<file path="src/rtl/sr_flag_arbiter.sv">
// Round-robin arbiter that shares one external clocked SR flip-flop among N_REQ requesters.
// Each set/clear request is pulsed, read back through q, and retried on mismatch.
module sr_flag_arbiter #(
    parameter int N_REQ     = 4,
    parameter int PULSE_CYC = 2,
    parameter int MAX_RETRY = 3
) (
    input  logic                     clk,
    input  logic                     rst,
    input  logic [N_REQ-1:0]         req,
    input  logic [N_REQ-1:0]         op,
    output logic [N_REQ-1:0]         gnt,
    output logic                     fail,
    output logic                     err,
    output logic                     busy,
    output logic [$clog2(N_REQ)-1:0] owner,
    output logic                     sr_s,
    output logic                     sr_r,
    input  logic                     sr_q
);

    localparam int OW = $clog2(N_REQ);
    localparam int CW = $clog2(PULSE_CYC + 1);

    localparam logic [1:0] ST_IDLE  = 2'd0;
    localparam logic [1:0] ST_DRIVE = 2'd1;
    localparam logic [1:0] ST_CHECK = 2'd2;
    localparam logic [1:0] ST_DONE  = 2'd3;

    localparam logic [CW-1:0] CNT_INIT  = CW'(PULSE_CYC - 1);
    localparam logic [3:0]    RETRY_MAX = 4'(MAX_RETRY);
    localparam logic [OW-1:0] LAST_IDX  = OW'(N_REQ - 1);

    logic [1:0]       state_r;
    logic [OW-1:0]    ptr_r;
    logic [OW-1:0]    owner_r;
    logic             op_r;
    logic [3:0]       retry_r;
    logic [CW-1:0]    cnt_r;
    logic [N_REQ-1:0] gnt_r;
    logic             fail_r;
    logic             err_r;
    logic             busy_r;
    logic             sr_s_r;
    logic             sr_r_r;

    logic             sel_found_s;
    logic [OW-1:0]    sel_idx_s;
    logic             sel_op_s;
    logic [OW-1:0]    ptr_next_s;
    int               scan_s;

    // One-hot grant vector for a given requester index.
    function automatic logic [N_REQ-1:0] onehot(input logic [OW-1:0] idx);
        onehot = N_REQ'(1) << idx;
    endfunction

    // Round-robin scan: walk offsets from high to low so the nearest asserted index to ptr wins.
    always_comb begin
        sel_found_s = 1'b0;
        sel_idx_s   = '0;
        scan_s      = 0;
        for (int i = N_REQ - 1; i >= 0; i--) begin
            scan_s = int'(ptr_r) + i;
            if (scan_s >= N_REQ) begin
                scan_s = scan_s - N_REQ;
            end else begin
                scan_s = scan_s;
            end
            if (req[scan_s]) begin
                sel_found_s = 1'b1;
                sel_idx_s   = scan_s[OW-1:0];
            end else begin
                sel_found_s = sel_found_s;
            end
        end
    end

    // Operation of the selected requester and the pointer value after serving the owner.
    always_comb begin
        sel_op_s = op[sel_idx_s];
        if (owner_r == LAST_IDX) begin
            ptr_next_s = '0;
        end else begin
            ptr_next_s = owner_r + OW'(1);
        end
    end

    // Main FSM: select, pulse s/r, verify q, grant.
    always_ff @(posedge clk) begin
        if (rst) begin
            state_r <= ST_IDLE;
            ptr_r   <= '0;
            owner_r <= '0;
            op_r    <= 1'b0;
            retry_r <= 4'd0;
            cnt_r   <= '0;
            gnt_r   <= '0;
            fail_r  <= 1'b0;
            err_r   <= 1'b0;
            busy_r  <= 1'b0;
            sr_s_r  <= 1'b0;
            sr_r_r  <= 1'b0;
        end else begin
            case (state_r)
                ST_IDLE: begin
                    if (sel_found_s) begin
                        owner_r <= sel_idx_s;
                        op_r    <= sel_op_s;
                        retry_r <= 4'd0;
                        sr_s_r  <= sel_op_s;
                        sr_r_r  <= ~sel_op_s;
                        busy_r  <= 1'b1;
                        cnt_r   <= CNT_INIT;
                        state_r <= ST_DRIVE;
                    end else begin
                        state_r <= ST_IDLE;
                    end
                end
                ST_DRIVE: begin
                    if (cnt_r != '0) begin
                        cnt_r <= cnt_r - CW'(1);
                    end else begin
                        sr_s_r  <= 1'b0;
                        sr_r_r  <= 1'b0;
                        state_r <= ST_CHECK;
                    end
                end
                ST_CHECK: begin
                    if (sr_q == op_r) begin
                        gnt_r   <= onehot(owner_r);
                        state_r <= ST_DONE;
                    end else if (retry_r < RETRY_MAX) begin
                        retry_r <= retry_r + 4'd1;
                        sr_s_r  <= op_r;
                        sr_r_r  <= ~op_r;
                        cnt_r   <= CNT_INIT;
                        state_r <= ST_DRIVE;
                    end else begin
                        gnt_r   <= onehot(owner_r);
                        fail_r  <= 1'b1;
                        err_r   <= 1'b1;
                        state_r <= ST_DONE;
                    end
                end
                ST_DONE: begin
                    gnt_r   <= '0;
                    fail_r  <= 1'b0;
                    busy_r  <= 1'b0;
                    ptr_r   <= ptr_next_s;
                    state_r <= ST_IDLE;
                end
                default: begin
                    state_r <= ST_IDLE;
                    gnt_r   <= '0;
                    fail_r  <= 1'b0;
                    busy_r  <= 1'b0;
                    sr_s_r  <= 1'b0;
                    sr_r_r  <= 1'b0;
                end
            endcase
        end
    end

    assign gnt   = gnt_r;
    assign fail  = fail_r;
    assign err   = err_r;
    assign busy  = busy_r;
    assign owner = owner_r;
    assign sr_s  = sr_s_r;
    assign sr_r  = sr_r_r;

endmodule

</file>
<file path="config.mk">
export PLATFORM = sky130hd
export DESIGN_NAME = sr_flag_arbiter
export DESIGN_NICKNAME = d
export VERILOG_FILES = /design/src/rtl/sr_flag_arbiter.sv
export SDC_FILE = /design/constraint.sdc
export NUM_CORES = 1
export LEC_CHECK = 0
export BUFFER_PORTS_ARGS = -buffer_cell sky130_fd_sc_hd__buf_2
export CORE_ASPECT_RATIO = 0.8
export CORE_MARGIN = 1.5
export CORE_UTILIZATION = 54
export CTS_CLUSTER_SIZE = 10
export DETAILED_ROUTE_END_ITERATION = 8
export GPL_TIMING_DRIVEN = 0
export PLACE_DENSITY_LB_ADDON = 0.3
export SYNTH_ARGS = -nofsm -noshare
export SYNTH_HDL_FRONTEND = slang
export SYNTH_SLANG_ARGS = --single-unit
</file>
<file path="constraint.sdc">
create_clock -name clk -period 2 [get_ports clk]
set_clock_uncertainty 0.2 [all_clocks]
set_input_delay 0.3 -clock clk [delete_from_list [all_inputs] [get_ports clk]]
set_output_delay 0.3 -clock clk [all_outputs]
set_load 0.02 [all_outputs]
</file>
## After elaboration in Yosys (flattened, before gate mapping)

Cells that the tools add are included.

| storage, ports and cells | value |
|---|---|
| flip-flop bits (word level) | 22 |
| output and inout bits | 11 |
| input bits | 11 |

| operators by class | value |
|---|---|
| bitwise gates (word level) | 4 |
| multiplexer cells | 58 |
| add/subtract/negate cells | 10 |
| reductions and logical operators | 14 |
| $lt $le $gt $ge | 10 |
| equal/unequal tests | 12 |
| shifts and indexed selects | 1 |

Operators by type and width:

| cell | count |
|---|---|
| 32-bit by 4-bit less-than comparator with 1-bit output (second input constant) | 4 |
| 32-bit two-way mux | 4 |
| 1-bit two-way mux | 24 |
| 2-bit two-way mux | 12 |
| 4-bit two-way mux | 5 |
| 4-bit case mux with 2 select lines | 2 |
| 2-bit inequality test (second input constant) | 6 |
| 3-bit by 3-bit subtractor with 4-bit output (second input constant) | 3 |
| 1-bit binary-select mux with 2-bit select | 5 |
| 5-bit AND reduction | 2 |
| 3-bit >= comparator (second input constant) | 3 |
| 2-bit case mux with 4 select lines | 1 |
| 2-bit nonzero test | 4 |
| 2-bit by 2-bit adder with 3-bit output (second input constant) | 2 |
| 2-bit == test (second input constant) | 3 |
| 1-bit case mux with 3 select lines | 2 |
| 2-bit case mux with 3 select lines | 1 |
| 2-bit AND reduction | 3 |
| 3-bit AND reduction | 2 |
| 4-bit by 1-bit adder with 4-bit output (second input constant) | 1 |
| 4-bit by 2-bit less-than comparator with 1-bit output (second input constant) | 1 |
| 1-bit inverter | 4 |
| 1-bit case mux with 2 select lines | 2 |
| 4-bit AND reduction | 1 |
| other kinds (12) | 12 |

## Logic depth before layout (Yosys ltp)

Gate-level depths: netlist of run 1.

| logic depth | value |
|---|---|
| depth after elaboration | 15 |
| gate-level depth with buffers | 8 |

## Worst setup path after synthesis of run 1

OpenSTA, ideal clock, no wires.

| timing path | value |
|---|---|
| path type | register -> register |
| start point | register retry_r[0] |
| end point | register sr_s_r (netlist: sr_s) |
| slack | 0.145 ns |
| required time | 1.727 ns |
| cell stages (with the launch flop) | 7 |
| data arrival time | 1.582 ns |
| path buffers | 0 |
| path through | dfxtp_1 > ha_1 > or3_4 > o21ai_4 > nand3_2 > or3_1 > o22ai_2 |

| between the ends | value |
|---|---|
| word-level cells in the longest chain between the ends | 3 |

RTL lines:

| element | line | RTL |
|---|---|---|
| start, declared | 38 | `logic [3:0] retry_r;` |
| start signal, assigned | 134 | `retry_r <= retry_r + 4'd1;` |
| 4-bit by 2-bit less-than comparator with 1-bit output | 133 | `end else if (retry_r < RETRY_MAX) begin` |
| 2-bit inequality test (no line) | - |  |
| 5-bit AND reduction (no line) | - |  |
| end signal, assigned | 111 | `sr_s_r <= sel_op_s;` |
| end signal, assigned | 135 | `sr_s_r <= op_r;` |
| end, declared | 44 | `logic sr_s_r;` |

No other way between the ends.
A chain may end at the register's enable or synchronous reset.

## Worst setup path after layout of run 1

| timing path | value |
|---|---|
| start point | register retry_r[1] |
| end point | register sr_s_r (netlist: sr_s) |

Same word-level chain as after synthesis.

==> results of run 1 <==
final timing paths:
kind              start   end
max          retry_r[1]  sr_s
min                 rst  sr_r
max reg2reg  retry_r[1]  sr_s
min reg2reg         err   err
worst min-delay path, stage by stage:
cell and delay [ns]:
buf_2 0.13, nor3_2 0.06, o2bb2ai_1 0.11
report_power, final:
part / internal, W / total (W) / switching, W / leakage (nW)
registers: 0.000546 / 0.000640 / 0.0000948 / 0.180
clock network: 0.000203 / 0.000351 / 0.000148 / 0.0279
logic: 0.000463 / 0.00103 / 0.000570 / 0.434
per-layer routing:
layer,share of wire [%],global-route usage (%),routed length [um],vias up
li1,-,-,-,556
met1,49,30.9,1380,514
met2,46,37.9,1290,25
met3,3.0,5.11,85,7
met4,1.9,11.0,54,0
met5,0,0,0,-
per-stage QoR:
step	power (W)	instance area [sq um]	setup WS [ns]	TNS (ns)
4_1_cts	0.00195	1490	0.000711	0
3_5_place_dp	0.00148	1380	-0.0532	-0.0793
6_report	0.00202	1530	0.0336	0
3_3_place_gp	0.00143	1380	-0.0526	-0.0742
5_1_grt	0.00217	1530	-0.0357	-0.0357
2_1_floorplan	0.00127	1240	0.145	0
timing repair:
action / in CTS / in global routing
cloned: 0 / 0
endpoints found under the setup margin: 2 / 11
buffers inserted: 5 / 2
pin swaps: 8 / 7
gates resized for setup: 9 / 6
registers in the layout, summed over array words and instances (netlist names):
register,flops
busy,1
cnt_r,2
err,1
fail,1
gnt,4
op_r,1
owner,2
ptr_r,2
retry_r,4
sr_r,1
sr_s,1
state_r,2
layout by cell type (no fill, tap or decap), types with 2 or more instances in the layout:
cell type	count
o21ai_0	2
buf_2	22
nand2_1	8
or3_4	3
buf_4	6
nor2_1	21
a21oi_1	8
mux2i_1	3
nor2b_1	4
nor4_1	2
a21oi_2	2
o21bai_1	2
xnor2_1	2
nand2b_1	2
clkbuf_1	2
a22oi_1	4
inv_1	9
dfxtp_2	2
nor3b_1	3
dfxtp_1	20
clkbuf_4	3
ha_1	10
final cells by class:
class	instances	area share, %
tap	25	2.04
multi-input combinational	105	52.1
clock inverter	1	1.96
inverter	9	2.20
sequential	22	28.9
timing repair buffer	28	10.5
clock buffer	3	1.47
buffer	3	0.816
cell families after synthesis:
group                      share of synthesized area, %
AOI/OAI and AO/OA                                  19.7
xor gates and xnor gates                           1.41
adders and majority gates                          11.1
buffers and inverters                              4.34
DFF                                                35.6
muxes                                              4.14
and+or+nand+nor                                    23.7
==> flow_metrics.tcl, run 1 <==
set metrics [dict create \
    status "finished clean" \
    synth_area_leader_cell "dfxtp_1" \
    hold_viol_final 0 \
    r2r.worst_path.cells 7 \
    yosysSeqAreaShare_pct 35.6 \
    ys_seq_elements 22 \
    worst_slew_pin_slew_ns 0.752 \
    drive_gt1_share_pct 31.0 \
    multi_input_area_sq_um 800 \
    synth.top_cells.by_area "dfxtp_1 (36%), ha_1 (11%), nor2_1 (6.4%)" \
    holdCritPathClass "in2reg" \
    hold_buffers 0 \
    netlist_instances 141 \
    synth_warnings 0 \
    cp.depth 7 \
    wire_per_inst_um 14.3 \
    dr.pass1.iters 4 \
    hpwlAfterDp_um 1950 \
    crit_slowest_cell "dfxtp_2" \
    nFillCells 162 \
    grtUsageTotal_pct 23.6 \
    powerDensity_mw_per_mm2 1320 \
    cts.sinks 22 \
    worstSkewPairLatency_ns 0.32 \
    dieArea_sq_mm 0.00259 \
    portBuffers 21 \
    rrSetupSlack_ns 0.03 \
    cpLargestDelayFamily "simple AND/OR/NAND/NOR gates" \
    finalSetupViolations 0 \
    antenna_found_initial 0 \
    synth_top_area_share_pct 35.6 \
    diodes 0 \
    place.gp.congestion 0.885 \
    post-synth-top-count-cell "dfxtp_1" \
    synth_common_cells "dfxtp_1 (22), nor2_1 (21), ha_1 (11), a21oi_1 (10)" \
    cts.htree.levels 1 \
    final_util_pct 71.1 \
    fp-row-count 15 \
    fp.dieH_um 45.8 \
    vdd_drop_max_v 0.000993 \
    avgSynthCellArea_sq_um 8.79 \
    fin_cells 196 \
    clk_pin_slew_ns 0.12 \
    maxCapViolCount 0 \
    die_x_um 56.5 \
    hold_depth 3 \
    antenna_left 0 \
    wl_um 2810 \
    cp_num_buf_inv 1 \
    crit_path_start_kind "register" \
    dp_cells 187 \
    crit_type "reg2reg" \
    p_leak_nw 0.643 \
    drc 0 \
    syn_nets 163 \
    finalMaxSlewViolations 0 \
    max_stage_delay_ns 0.36 \
    gr-total-overflow 0 \
    critPathCaptureType "register" \
    avgViaCountPerCell 5.62 \
    nNetsFinal 194 \
    cts_root_buffer "clkbuf_4" \
    grt_pass1_vias 1030 \
    routed-via-count 1102 \
    final-seq-area_sq_um 443 \
    crit_chain "ha_4 -> or3_4 -> o21ai_4 -> nand3_4 -> buf_6 -> mux2i_2 -> o22ai_2" \
    async_reset_ff_share_pct 0 \
    worstPathMaxFanout 6 \
    synthesis.area_sq_mm 0.00124 \
    cts_made_buffers 3 \
    max_slew_margin_pct 49.4 \
    grt_pass1_wl_um 4620 \
    post-route-period-util_pct 98.3 \
    cts_buffer_depth 2 \
    hold_ws_ns 0.127 \
    initial_utilization_pct 57.4 \
    min_period_ns 1.97 \
    drt_iter0_markers 17 \
    syn2layout_area_growth_pct 23.8 \
    cts_tree "yes" \
    cp.arrival_ns 1.97 \
    grt_max_degree 14 \
    synth_top_flop_cell "dfxtp_1" \
    design.core.area_sq_mm 0.00216 \
    synth_edf_count 0 \
    synth.distinct_cells 42 \
    ios 22 \
    fmax_ghz 0.509 \
    required_ns 2.00 \
]
Note: power is estimated with default switching activity, not from simulation.
==> run 2: changes to the inputs <==
Settings changed: CORE_UTILIZATION 54 to 57, CTS_BUF_LIST from default to sky130_fd_sc_hd__clkbuf_2.
==> run 2 against run 1 <==
Effect of this change:
- first-iteration DRC count grew 59%
- core utilization grew 4.1 points
- combinational power shrank 9%
- sequential cell count is the same
==> flow_metrics.tcl, run 2 (same netlist as run 1, synthesis figures left out) <==
set metrics [dict create \
    worstSkewPairLatency_ns 0.35 \
    crit_type "reg2reg" \
    final-seq-area_sq_um 443 \
    final_common_cell "buf_2" \
    wire_per_inst_um 14.3 \
    cpMostUsedCell "or3_4" \
    grt_pass1_wl_um 4310 \
    p_leak_nw 0.623 \
    multi_input_area_sq_um 778 \
    cpLargestDelayFamily "simple AND/OR/NAND/NOR gates" \
    critPathCaptureType "register" \
    placed_area_sq_mm 0.00137 \
    antenna_left 0 \
    required_ns 2.07 \
    rsz0062_at_grt "yes" \
    syn2layout_area_growth_pct 19.1 \
    worst_slew_pin_slew_ns 0.785 \
    fmax_ghz 0.507 \
    nFillCells 146 \
    crit_path_start_kind "register" \
    drive_gt1_share_pct 26.8 \
    setup_ws_ns 0.0289 \
    crit_slowest_cell "dfxtp_1" \
    cts.sinks 22 \
    status "finished clean" \
    gr-total-overflow 0 \
    fp.dieH_um 44.7 \
    drc 0 \
    avgViaCountPerCell 5.81 \
    grtUsageTotal_pct 24.5 \
    dr.pass1.iters 4 \
    finalMaxSlewViolations 0 \
    p_seq_share_pct 33.7 \
    clk_pin_slew_ns 0.19 \
    place.gp.congestion 0.766 \
    hold_buffers 0 \
    ios 22 \
    power_w 0.00189 \
    wl_um 2740 \
    switchingPower_w 0.000762 \
    portBuffers 21 \
    nNetsFinal 191 \
    cts.htree.levels 1 \
    powerDensity_mw_per_mm2 1280 \
    initial_utilization_pct 63.1 \
    design_area_sq_mm 0.00148 \
    fin_cells 192 \
    dieArea_sq_mm 0.00246 \
    cts_buffer_depth 2 \
    holdCritPathClass "in2reg" \
    antenna_found_initial 0 \
    switching_share_pct 40.3 \
    routed-via-count 1115 \
    cp.arrival_ns 2.05 \
    vdd_drop_max_v 0.000999 \
    cts_tree "yes" \
    layout_common_cells "buf_2 (22), nor2_1 (21), dfxtp_1 (20)" \
    finalSetupViolations 0 \
    max_stage_delay_ns 0.37 \
    pwr-share-comb_pct 49.7 \
    grt_pass1_vias 1000 \
    min_period_ns 1.97 \
    worstPathMaxFanout 6 \
    drt_iter0_markers 27 \
    grt_max_degree 14 \
    hold_ws_ns 0.0931 \
    cp_num_buf_inv 0 \
    fp-row-count 14 \
    cts_made_buffers 3 \
    crit_chain "ha_2 -> or3_4 -> o21ai_4 -> nand3_4 -> or3_4 -> o22ai_2" \
    hpwlAfterDp_um 2030 \
    maxCapViolCount 0 \
    die_x_um 55.1 \
    diodes 0 \
    cts_root_buffer "clkbuf_2" \
    max_slew_margin_pct 47.2 \
    post-route-period-util_pct 98.6 \
    p_int_w 0.00113 \
    pre_cts_ws_ns -0.0478 \
    clock_power_share_pct 16.6 \
    dp_cells 186 \
    design.core.area_sq_mm 0.00196 \
    hold_viol_final 0 \
]
## run 2: final timing paths
check / start / end / slack (ns) / cells past startpoint
min reg2reg: err / err / 0.29 / 2
min: rst / sr_r / 0.09 / 3
max: retry_r[1] / sr_s / 0.03 / 6
max reg2reg: retry_r[1] / sr_s / 0.03 / 6
## run 2: metrics by stage
stage / util (%) / setup TNS [ns]
2_1_floorplan: - / 0
3_3_place_gp: 70.0 / -0.0384
3_5_place_dp: 70.0 / -0.0863
4_1_cts: 74.7 / -0.0164
5_1_grt: 75.2 / -0.0501
6_report: 75.2 / 0
## run 2: final cells by class
class / count / share of cell area, %
clock buffers: 3 / 1.02
well taps: 24 / 2.04
plain buffers: 4 / 1.19
flip-flops and latches: 22 / 30.0
multi-input cells: 105 / 52.8
repair buffers: 24 / 8.65
clock inverters: 1 / 2.04
inverters: 9 / 2.29
## run 2: worst min-delay path, delay by kind of cell
| kind | cells | cell delay (ns) |
|---|---|---|
| buffers and inverters | 1 | 0.12 |
| AOI/OAI and AO/OA | 1 | 0.12 |
| and+or+nand+nor | 1 | 0.06 |
## run 2: layer usage
layer	vias to the layer above	part of all wire, %	track usage (%)
met5	-	0	0
met1	522	46	30.9
met3	2	5.3	6.29
met2	35	48	41.7
li1	556	-	-
met4	0	0.51	5.85
## run 2: power groups by stage
stage | clock, W | sequential (W) | combinational (W)
global route | 0.000333 | 0.000654 | 0.00104
CTS | 0.000316 | 0.000632 | 0.000927
detailed placement | 0 | 0.000644 | 0.000836
finish | 0.000313 | 0.000638 | 0.000941
floorplan | 0 | 0.000680 | 0.000595
global placement | 0 | 0.000633 | 0.000797
## run 2: what timing repair did
| action | 4_1_cts | 5_1_grt |
|---|---|---|
| pin swaps | 1 | 6 |
| setup endpoints to repair | 2 | 11 |
| resized for setup | 7 | 3 |
| buffers inserted | 3 | 0 |
==> run 3: changes to the inputs <==
Settings changed: REMOVE_ABC_BUFFERS from default to 1.
==> run 3 against run 2 <==
Effect of this change:
- the flow now finishes with violations (setup timing)
- global-route usage is 1.1 points lower
- cell count decreased by 1.6%
- core utilization is 0.26 points higher
- clock power down 1%
- maximum frequency decreased by 3.5%
- sequential share of layout area down 0.10 points
- register-to-register slack worse by 0.07 ns
- sequential cell count stayed put
- worst setup slack got worse by 0.071 ns
- count of clock-buffer cells in the layout unchanged
- cell area grew 0.34%
- highest routed layer unchanged
- combinational power grew 6.1%
==> flow_metrics.tcl, run 3 (same netlist as run 1, synthesis figures left out) <==
set metrics [dict create \
    crit_slowest_cell "dfxtp_2" \
    avgViaCountPerCell 5.73 \
    routed-via-count 1083 \
    cts_made_buffers 3 \
    reg2reg_from "retry_r[0]" \
    required_ns 2.07 \
    worstPathMaxFanout 6 \
    cts_tree "yes" \
    syn2layout_area_growth_pct 19.5 \
    cpLargestDelayFamily "simple AND/OR/NAND/NOR gates" \
    finalSetupViolations 3 \
    hold_viol_final 0 \
    hold_depth 2 \
    design.core.area_sq_mm 0.00196 \
    vdd_drop_max_v 0.00120 \
    worstHoldStart "rst" \
    hold_buffers 0 \
    cts_root_buffer "clkbuf_2" \
    status "complete, but fails checks" \
    grt_pass1_vias 987 \
    antenna_left 0 \
    hpwlAfterDp_um 1980 \
    placed_area_sq_mm 0.00135 \
    violations "setup timing" \
    cts.htree.levels 1 \
    p_leak_nw 0.614 \
    clock_power_share_pct 15.9 \
    post-route-period-util_pct 102 \
    diodes 0 \
    powerDensity_mw_per_mm2 1310 \
    die_x_um 55.1 \
    r2r.worst_path.cells 6 \
    holdCritPathClass "in2reg" \
    clk_pin_slew_ns 0.22 \
    grtUsageTotal_pct 23.3 \
    min_period_ns 2.04 \
    cp_num_buf_inv 0 \
    critPathCaptureType "register" \
    antenna_found_initial 0 \
    switchingPower_w 0.000790 \
    ios 22 \
    wire_per_inst_um 14.4 \
    layout_common_cells "nor2_1 (21), buf_2 (21), dfxtp_1 (20)" \
    maxCapViolCount 0 \
    crit_path_start_kind "register" \
    p_int_w 0.00115 \
    finalMaxSlewViolations 0 \
    crit_type "reg2reg" \
    dr.pass1.iters 4 \
    fin_setup_tns_ns -0.0766 \
    drc 0 \
    rrSetupSlack_ns -0.04 \
    place.gp.congestion 0.766 \
    grt_max_degree 24 \
    cp.arrival_ns 2.11 \
    fmax_ghz 0.490 \
    cp.depth 6 \
    gr-total-overflow 0 \
    crit_chain "ha_2 -> or3_4 -> o21ai_4 -> nand3_4 -> or3_1 -> o22ai_2" \
    max_slew_margin_pct 59.5 \
    pre_cts_ws_ns -0.0175 \
    p_seq_share_pct 32.6 \
    initial_utilization_pct 63.1 \
    rsz0062_at_grt "yes" \
    worst_slew_pin_slew_ns 0.602 \
    wl_um 2710 \
    cts.sinks 22 \
    portBuffers 21 \
    cts_buffer_depth 2 \
    hold_end "gnt[0]" \
    grt_pass1_wl_um 4170 \
    worstSkewPairLatency_ns 0.34 \
    fp.dieH_um 44.7 \
    drive_gt1_share_pct 29.1 \
    r2r-end "sr_s" \
    design_area_sq_mm 0.00148 \
    dieArea_sq_mm 0.00246 \
    drt_iter0_markers 14 \
    fp-row-count 14 \
    pwr-share-comb_pct 51.4 \
    setup_ws_ns -0.0424 \
    max_stage_delay_ns 0.37 \
    switching_share_pct 40.7 \
    hold_ws_ns 0.171 \
    nNetsFinal 188 \
]
[run 3: area by class of cell]
class	instances	area, sq um
fillers	160	482
inverters	9	33.8
clock buffers	3	15.0
flip-flops and latches	22	443
multi-input cells	105	793
repair buffers	25	135
clock inverters	1	30.0
well taps	24	30.0
[run 3: through the flow]
step	instances	power [W]	utilization, %
final	189	0.00194	75.4
after global routing	189	0.00207	75.4
after CTS	188	0.00183	72.8
after detailed placement	181	0.00147	69.0
after global placement	181	0.00142	69.0
after floorplan	136	0.00126	-
[run 3: worst max-delay path by stage]
stage                     from  endpoint  slack [ns]
floorplan           retry_r[0]      sr_s        0.14
global placement        req[1]  owner[1]        0.01
detailed placement  retry_r[0]  cnt_r[0]       -0.02
CTS                 retry_r[0]      sr_s       -0.04
global route        retry_r[0]      sr_s       -0.06
finish              retry_r[0]      sr_s       -0.04
[run 3: power by group through the flow]
stage | clock network (W) | registers (W) | logic [W]
2_1_floorplan | 0 | 0.000680 | 0.000579
3_3_place_gp | 0 | 0.000633 | 0.000783
3_5_place_dp | 0 | 0.000644 | 0.000827
4_1_cts | 0.000318 | 0.000632 | 0.000878
5_1_grt | 0.000335 | 0.000646 | 0.00109
6_report | 0.000309 | 0.000633 | 0.000998
[run 3: per-layer routing]
layer  vias to the layer above  GRT usage (%)  routed length, um
met5                         -              0                  0
li1                        546              -                  -
met2                        30           41.9               1320
met4                         0           2.93                  6
met3                         2           6.95                131
met1                       505           28.1               1250
[run 3: repair_timing]
action,CTS,global route
gates resized for setup,3,10
pin swaps,1,6
setup endpoints to repair,7,10
buffers inserted,3,1
